File: src/rtl/game_pkg.sv
// Shared definitions for the rhythm game: FSM state encoding, arrow indices,
// LFSR tap mask and the LFSR step function.
package game_pkg;

  // Game controller states
  typedef enum logic [2:0] {
    IDLE  = 3'd0,
    WAIT  = 3'd1,
    WIN   = 3'd2,
    JUDGE = 3'd3,
    OVER  = 3'd4
  } state_t;

  // Arrow indices; bit i of the one-hot arrow / press vectors
  localparam int unsigned UP         = 0;
  localparam int unsigned DOWN       = 1;
  localparam int unsigned LEFT       = 2;
  localparam int unsigned RIGHT      = 3;
  localparam int unsigned NUM_ARROWS = 4;

  localparam int unsigned LFSR_W = 8;

  // x^8 + x^6 + x^5 + x^4 + 1 -> state bits 7,5,4,3
  localparam logic [LFSR_W-1:0] LFSR_TAPS = 8'hB8;

  // One Fibonacci step: shift left, feedback is the XOR of the tapped bits
  function automatic logic [LFSR_W-1:0] lfsr_next(input logic [LFSR_W-1:0] s);
    return {s[LFSR_W-2:0], ^(s & LFSR_TAPS)};
  endfunction

endpackage

File: src/rtl/btn_edge.sv
// Level-to-press edge detector for the debounced arrow buttons.
// A press is a registered rising edge: press[i] = btn[i] & ~btn_q[i], one cycle late.
// Ports:
//   clk_in  system clock
//   rst     synchronous active-high reset, clears history and presses
//   btn     debounced button levels, bit i = arrow index i
//   press   one-cycle press pulses, bit i = arrow index i
module btn_edge
  import game_pkg::*;
(
  input  logic                  clk_in,
  input  logic                  rst,
  input  logic [NUM_ARROWS-1:0] btn,
  output logic [NUM_ARROWS-1:0] press
);

  logic [NUM_ARROWS-1:0] btn_q,   btn_d;
  logic [NUM_ARROWS-1:0] press_q, press_d;

  // Next history and edge detection
  always_comb begin
    btn_d   = btn;
    press_d = btn & ~btn_q;
  end

  always_ff @(posedge clk_in) begin
    if (rst) begin
      btn_q   <= '0;
      press_q <= '0;
    end else begin
      btn_q   <= btn_d;
      press_q <= press_d;
    end
  end

  assign press = press_q;

endmodule

File: src/rtl/rhythm_sequencer.sv
// Rhythm game controller: on each beat picks a pseudo-random arrow, opens a
// timed hit window, judges the player's press and tracks score and lives.
// Ports:
//   clk_in        system clock
//   rst           synchronous active-high reset
//   start         one-cycle start pulse, honoured only in IDLE or OVER
//   beat_tick     one-cycle beat pulse
//   btn_up/down/left/right  debounced button levels (arrow index 0..3)
//   arrow_onehot  active arrow, bit i = arrow index i, 0 = none
//   score         hits this game, saturating
//   lives         remaining lives
//   hit / miss    one-cycle judgement pulses
//   game_over     high while in OVER
module rhythm_sequencer
  import game_pkg::*;
#(
  parameter logic [7:0]  LFSR_SEED  = 8'hA5,
  parameter logic [15:0] WINDOW_CYC = 16'd50000,
  parameter logic [1:0]  LIVES_INIT = 2'd3,
  parameter int unsigned SCORE_W    = 8
) (
  input  logic               clk_in,
  input  logic               rst,
  input  logic               start,
  input  logic               beat_tick,
  input  logic               btn_up,
  input  logic               btn_down,
  input  logic               btn_left,
  input  logic               btn_right,
  output logic [3:0]         arrow_onehot,
  output logic [SCORE_W-1:0] score,
  output logic [1:0]         lives,
  output logic               hit,
  output logic               miss,
  output logic               game_over
);

  localparam int unsigned WCNT_W = 16;

  // An all-zero LFSR would lock up, so a zero seed is replaced
  localparam logic [LFSR_W-1:0] SEED_EFF = (LFSR_SEED == 8'h00) ? 8'h01 : LFSR_SEED;
  localparam logic [SCORE_W-1:0] SCORE_MAX = {SCORE_W{1'b1}};

  state_t                state_q, state_d;
  logic [NUM_ARROWS-1:0] arrow_q, arrow_d;
  logic [SCORE_W-1:0]    score_q, score_d;
  logic [1:0]            lives_q, lives_d;
  logic                  hit_q, hit_d;
  logic                  miss_q, miss_d;
  logic                  game_over_q, game_over_d;
  logic [LFSR_W-1:0]     lfsr_q, lfsr_d;
  logic [WCNT_W-1:0]     wcnt_q, wcnt_d;

  logic [NUM_ARROWS-1:0] btn_lvl;
  logic [NUM_ARROWS-1:0] press;

  assign btn_lvl = {btn_right, btn_left, btn_down, btn_up};

  btn_edge u_btn_edge (
    .clk_in (clk_in),
    .rst    (rst),
    .btn    (btn_lvl),
    .press  (press)
  );

  // Next-state and output logic
  always_comb begin
    state_d     = state_q;
    arrow_d     = arrow_q;
    score_d     = score_q;
    lives_d     = lives_q;
    hit_d       = 1'b0;
    miss_d      = 1'b0;
    game_over_d = 1'b0;
    lfsr_d      = lfsr_q;
    wcnt_d      = wcnt_q;

    unique case (state_q)
      IDLE: begin
        arrow_d = '0;
        if (start) begin
          score_d = '0;
          lives_d = LIVES_INIT;
          state_d = WAIT;
        end
      end

      WAIT: begin
        arrow_d = '0;
        if (beat_tick) begin
          arrow_d = NUM_ARROWS'(1) << lfsr_q[1:0];
          lfsr_d  = lfsr_next(lfsr_q);
          wcnt_d  = WINDOW_CYC - WCNT_W'(1);
          state_d = WIN;
        end
      end

      // A press on the last window cycle wins over the timeout
      WIN: begin
        if (|press) begin
          arrow_d = '0;
          state_d = JUDGE;
          if (press == arrow_q) begin
            hit_d   = 1'b1;
            score_d = (score_q == SCORE_MAX) ? score_q : score_q + SCORE_W'(1);
          end else begin
            miss_d  = 1'b1;
            lives_d = (lives_q == 2'd0) ? lives_q : lives_q - 2'd1;
          end
        end else if (wcnt_q == '0) begin
          arrow_d = '0;
          state_d = JUDGE;
          miss_d  = 1'b1;
          lives_d = (lives_q == 2'd0) ? lives_q : lives_q - 2'd1;
        end else begin
          wcnt_d = wcnt_q - WCNT_W'(1);
        end
      end

      // Pulse is visible here; lives already reflect the judgement
      JUDGE: begin
        arrow_d = '0;
        if (lives_q == 2'd0) begin
          state_d     = OVER;
          game_over_d = 1'b1;
        end else begin
          state_d = WAIT;
        end
      end

      OVER: begin
        arrow_d     = '0;
        game_over_d = 1'b1;
        if (start) begin
          score_d     = '0;
          lives_d     = LIVES_INIT;
          state_d     = WAIT;
          game_over_d = 1'b0;
        end
      end

      default: begin
        arrow_d = '0;
        state_d = IDLE;
      end
    endcase
  end

  // State and output registers
  always_ff @(posedge clk_in) begin
    if (rst) begin
      state_q     <= IDLE;
      arrow_q     <= '0;
      score_q     <= '0;
      lives_q     <= 2'd0;
      hit_q       <= 1'b0;
      miss_q      <= 1'b0;
      game_over_q <= 1'b0;
      lfsr_q      <= SEED_EFF;
      wcnt_q      <= '0;
    end else begin
      state_q     <= state_d;
      arrow_q     <= arrow_d;
      score_q     <= score_d;
      lives_q     <= lives_d;
      hit_q       <= hit_d;
      miss_q      <= miss_d;
      game_over_q <= game_over_d;
      lfsr_q      <= lfsr_d;
      wcnt_q      <= wcnt_d;
    end
  end

  assign arrow_onehot = arrow_q;
  assign score        = score_q;
  assign lives        = lives_q;
  assign hit          = hit_q;
  assign miss         = miss_q;
  assign game_over    = game_over_q;

endmodule

File: config.mk
export PLATFORM = sky130hd
export DESIGN_NAME = rhythm_sequencer
export DESIGN_NICKNAME = d
export VERILOG_FILES = /design/src/rtl/game_pkg.sv /design/src/rtl/btn_edge.sv /design/src/rtl/rhythm_sequencer.sv
export SDC_FILE = /design/constraint.sdc
export NUM_CORES = 1
export LEC_CHECK = 0
export CORE_MARGIN = 1.5
export CORE_UTILIZATION = 35
export DETAILED_ROUTE_END_ITERATION = 7
export PLACE_DENSITY = 0.54
export SYNTH_ARGS = -nofsm -noshare
export SYNTH_HDL_FRONTEND = slang
export SYNTH_SLANG_ARGS = --single-unit
File: constraint.sdc
create_clock -name clk_in -period 2.4 [get_ports clk_in]
set_input_delay 0.24 -clock clk_in [delete_from_list [all_inputs] [get_ports clk_in]]
set_output_delay 0.24 -clock clk_in [all_outputs]
set_load 0.02 [all_outputs]
; Yosys cells after proc, flatten, opt, wreduce, memory -nomap -nowiden
; Cells that the tools add are included.
; W data, S select, Z words.
[op_classes]
n_eq_ne = 15
bitwise_logic = 4
muxes = 32
n_addsub = 3
n_reduce_logical = 15
shift = 1
[ops]
columns = operator, n
row1 = $mux W16, 3
row2 = $mux W8, 4
row3 = $pmux W16 S2, 1
row4 = $logic_not A16 Y1, 1
row5 = $pmux W8 S2, 1
row6 = $sub A16 B1 Y16 const B, 1
row7 = $mux W3, 5
row8 = $mux W4, 3
row9 = $ne A2 B2 Y1 const B, 6
row10 = $pmux W3 S4, 1
row11 = $mux W2, 5
row12 = $add A8 B1 Y8 const B, 1
row13 = $eq A8 B8 Y1 const B, 1
row14 = $pmux W4 S2, 1
row15 = $reduce_and A4 Y1, 2
row16 = $reduce_xor A8 Y1, 1
row17 = $eq A3 B2 Y1 const B, 2
row18 = $mux W1, 6
row19 = $ne A3 B3 Y1 const B, 2
row20 = $reduce_and A5 Y1, 1
row21 = $and A4 B4 Y4, 1
row22 = $eq A4 B4 Y1, 1
row23 = $not A4 Y4, 1
row24 = $pmux W2 S2, 1
row25 = other kinds (15), 18
[totals]
ff_bits = 52
input_bits = 8
elab_cells = 81

; Logic depth before layout (Yosys ltp)
[logic_depth]
ltp_word = 5
depth_mapped = 8
depth_no_buf = 7

; By module
; From an unflattened synthesis, not the netlist that was laid out.
[unflattened]
cells_unflattened = 255
hier_area_um2 = 2313.5
[by_module_without_submodules]
columns = module, seq_area_each_um2, cells_per_inst, area_per_inst_um2, n_inst
row1 = rhythm_sequencer, 880.8, 239, 2093.3, 1
row2 = btn_edge, 160.2, 16, 220.2, 1

; Least setup slack after synthesis
; OpenSTA, ideal clock, no wires.
[synth_path]
kind = reg-to-reg
start = reg u_btn_edge.press_q[0] (netlist: u_btn_edge.press[0])
end = reg wcnt_q[5]
path_buffers = 1
slack_ps = 547
stages_incl_launch_ff = 7
arrival_ps = 1783
synth_period_minus_slack_ps = 1853
path_cell_list = dfxtp_1 > or4_1 > buf_2 > o21ai_4 > o211ai_2 > or4_1 > a21oi_1
[synth_between]
elab_chain_cells = 3
[synth_rtl]
columns = item, line
row1 = start: declaration, btn_edge.sv:18  ; logic [NUM_ARROWS-1:0] press_q, press_d;
row2 = start signal: assignment, btn_edge.sv:32  ; press_q <= press_d;
row3 = $reduce_or A4 Y1, rhythm_sequencer.sv:100  ; if (|press) begin
row4 = $ne A2 B2 Y1 (no source line), --
row5 = $reduce_and A4 Y1 (no source line), --
row6 = end signal: assignment, rhythm_sequencer.sv:170  ; wcnt_q <= wcnt_d;
row7 = end: declaration, rhythm_sequencer.sv:52  ; logic [WCNT_W-1:0] wcnt_q, wcnt_d;
; No other way between the ends.
; A chain may end at the register's enable or synchronous reset.

; Final worst setup path
[layout_path]
start = reg u_btn_edge.press_q[0] (netlist: u_btn_edge.press[0])
end = reg wcnt_q[13]
; Same word-level chain as after synthesis.

==> metrics.md <==
| Metric | Value |
|---|---|
| Status | `complete, no violations` |
| # clock sinks | `52` |
| Mapped Nets | `277` |
| DPL Wire Length | `3620 um` |
| Netlist cell types | `53` |
| Yosys Warn Count | `0` |
| WL final | `5080 um` |
| Async S/R FF share, synth | `0%` |
| Worst-case clock buffer depth | `2` |
| Yosys top cell by area | `dfxtp_1` |
| Max_slew headroom | `66.0%` |
| Worst slew pin tran | `506 ps` |
| Synth top area cells | `dfxtp_1 (44%), a21oi_1 (5.6%), xnor2_1 (4.8%)` |
| WL/cell | `13.7 um` |
| Syn Area/Cell | `8.99 um^2` |
| Reg clk slew, reported paths | `100 ps` |
| WHS | `385 ps` |
| Clock skew | `13.1 ps` |
| Global-route wire length before repair | `8430 um` |
| Worst EP arrival | `2300 ps` |
| Cell count after synthesis | `266` |
| Slowest stage delay, CP | `690 ps` |
| Die Y | `85.7 um` |
| Layout cells sized above 1 | `9.90%` |
| Fin. Hold Viols | `0` |
| # rows | `29` |
| Iteration-0 DRC count of the detailed router | `60` |
| Clk root buf | `clkbuf_8` |
| DR DRC count | `0` |
| Vias in the first global route | `1,741` |
| Routed via count | `1,942` |
| Register area share after synthesis | `43.5%` |
| Synth-to-layout area growth | `17.0%` |
| DR vias/cell | `5.25` |
| IO Count | `25` |
| Core area | `0.00646 mm^2` |
| CP Class | `flip-flop to flip-flop` |
| Dominant synthesized flop cell | `dfxtp_1` |
| Leak | `0.992 nW` |
| Final ANT Viol Nets | `0` |
| First-pass DRT Iterations | `4` |
| CP dominant cell by count | `or4_1` |
| Setup crit end kind | `flip-flop` |
| PwrDens | `766 mW/mm^2` |
| Critical Path RT | `2640 ps` |
| Unrepaired setup endpoints after global routing | `false` |
| Setup TNS | `0 ps` |
| Die X | `85.7 um` |
| Largest net degree at the start of global routing | `25` |
| Grt ovf | `0` |
| FF+latch count, synth | `52` |
| H-Tree Depth | `2` |
| Worst-Skew Late Latency | `310 ps` |
| RePlAce Congestion | `0.794` |
| Ant. Diodes | `0` |
| Port Buffers | `24` |
| Post-CTS Resized | `0` |
| Nets | `303` |
| Endpoints failing setup | `0` |
| Die area | `0.00734 mm^2` |
| CTS Buf Count | `5` |
| Peak Freq | `487 MHz` |
| Startpoint Class | `flip-flop` |
| Synth top area share | `43.5%` |
| Hold Path Class | `flip-flop to flip-flop` |
| Initial Util | `37.0%` |
| # Post-CTS Setup Buffers | `0` |
| Initial antenna violation count | `0` |
| Global-route usage over all layers | `14.3%` |
| CP max-delay cell | `or4_1` |
| Worst Path Buf+Inv | `0` |
| TritonCTS clock tree | `yes` |
| Crit-path leading delay family | `simple AND/OR/NAND/NOR gates` |
| Crit-path max FO | `6` |
| Worst vdd ir | `0.320 mV` |
| Post-Syn Area | `0.00239 mm^2` |
| Max-slew violation count | `0` |
| CTS Hold Buffers Added | `0` |
| EDFF count, synth | `0` |
| CP cell instances | `or4_1 -> o21ai_4 -> o211ai_2 -> or4_1 -> a21oi_1` |
| Post-route clock period utilization | `85.6%` |
| Max_cap viols | `0` |
| Final Critical Period | `2050 ps` |
[power breakdown]
group	switching, W	internal [W]	leakage, nW	total, W
registers	0.0000747	0.000941	0.424	0.00102
logic	0.000347	0.000263	0.516	0.000610
clock network	0.000287	0.000231	0.0510	0.000518
[state kept, by name, summed over array words and instances, names as in the netlist]
register / flops
arrow_onehot: 4
score: 8
state_q: 3
u_btn_edge.btn_q: 4
u_btn_edge.press: 4
game_over: 1
hit: 1
lfsr_q: 8
miss: 1
wcnt_q: 16
lives: 2
[metrics by stage]
step | worst slack [ps] | area, um^2 | utilization [%] | std cells | total power [W]
5_1_grt | 203 | 2800 | 43.3 | 370 | 0.00228
3_3_place_gp | 282 | 2710 | 41.9 | 362 | 0.00164
3_5_place_dp | 270 | 2710 | 41.9 | 362 | 0.00164
2_1_floorplan | 547 | 2390 | - | 266 | 0.00151
4_1_cts | 346 | 2800 | 43.3 | 370 | 0.00217
6_report | 346 | 2800 | 43.3 | 370 | 0.00214
[cells by family (layout without fill, tap and decap cells)]
kind of cell               after synthesis  in the layout  synth area share [%]
buffers and inverters                   20             47                  4.55
and+or+nand+nor                        107            107                  25.5
muxes                                    2              2                 0.941
adders and majority gates                3              3                  1.57
AOI/OAI and AO/OA                       67             67                  18.5
DFF                                     52             52                  43.5
xor gates and xnor gates                15             15                  5.49
[synthesized netlist by cell type (3+ instances only)]
cell and n:
inv_1 7, nor4_1 5, ha_1 3, xnor2_1 13, or4_1 8, nor2b_1 9
and3_1 3, o21ai_0 7, or3_1 5, clkbuf_1 5, a21boi_0 5, buf_2 4
o31ai_1 5, nor2_1 16, nor3b_1 4, a22oi_1 3, nand3_1 7, nand4_1 3
o211ai_1 5, nor3_1 11, dfxtp_1 52, nand2_1 21, a21oi_1 27
[cell usage in the layout, fill, tap and decap left out, drive strengths merged, types with 3 or more instances in the layout]
| master | netlist | routed |
|---|---|---|
| nor2 | 16 | 16 |
| nor3b | 4 | 4 |
| clkdlybuf4s50 | 0 | 24 |
| nand2 | 21 | 21 |
| o31ai | 5 | 5 |
| or4 | 8 | 8 |
| clkbuf | 7 | 6 |
| a21boi | 5 | 5 |
| nand3 | 7 | 7 |
| nor2b | 9 | 9 |
| ha | 3 | 3 |
| nor4 | 6 | 6 |
| o21ai | 9 | 9 |
| buf | 6 | 8 |
| nand4 | 4 | 4 |
| o211ai | 7 | 7 |
| or3 | 5 | 5 |
| a21oi | 27 | 27 |
| a22oi | 3 | 3 |
| nor3 | 11 | 11 |
| inv | 7 | 7 |
| or2 | 3 | 3 |
| and3 | 3 | 3 |
| xnor2 | 13 | 13 |
| dfxtp | 52 | 52 |
[routing by layer]
| layer | up-vias | share of wire (%) | track usage [%] | wire, um |
|---|---|---|---|---|
| met5 | - | 0 | 0 | 0 |
| met4 | 0 | 0.63 | 4.40 | 32 |
| met3 | 4 | 2.6 | 2.79 | 134 |
| met2 | 21 | 42 | 21.3 | 2140 |
| met1 | 899 | 55 | 20.7 | 2770 |
| li1 | 1018 | - | - | - |
[layout make-up]
type,count,area [um^2]
Clock buffer,6,82.6
Clock inverter,2,10.0
Fill cell,660,3660
Inverter,7,26.3
Multi-Input combinational cell,194,1240
Sequential cell,52,1040
Tap cell,77,96.3
Timing Repair Buffer,32,300
[worst paths after layout]
kind / startpoint / cells past startpoint / endpoint / slack [ps]
worst max-delay path: u_btn_edge.press[0] / 5 / wcnt_q[13] / 350
worst min register to register: u_btn_edge.btn_q[1] / 1 / u_btn_edge.press[1] / 390
worst min-delay path: u_btn_edge.btn_q[1] / 1 / u_btn_edge.press[1] / 390
worst max register to register: u_btn_edge.press[0] / 5 / wcnt_q[13] / 350
Note: power is estimated with default switching activity, not from simulation.
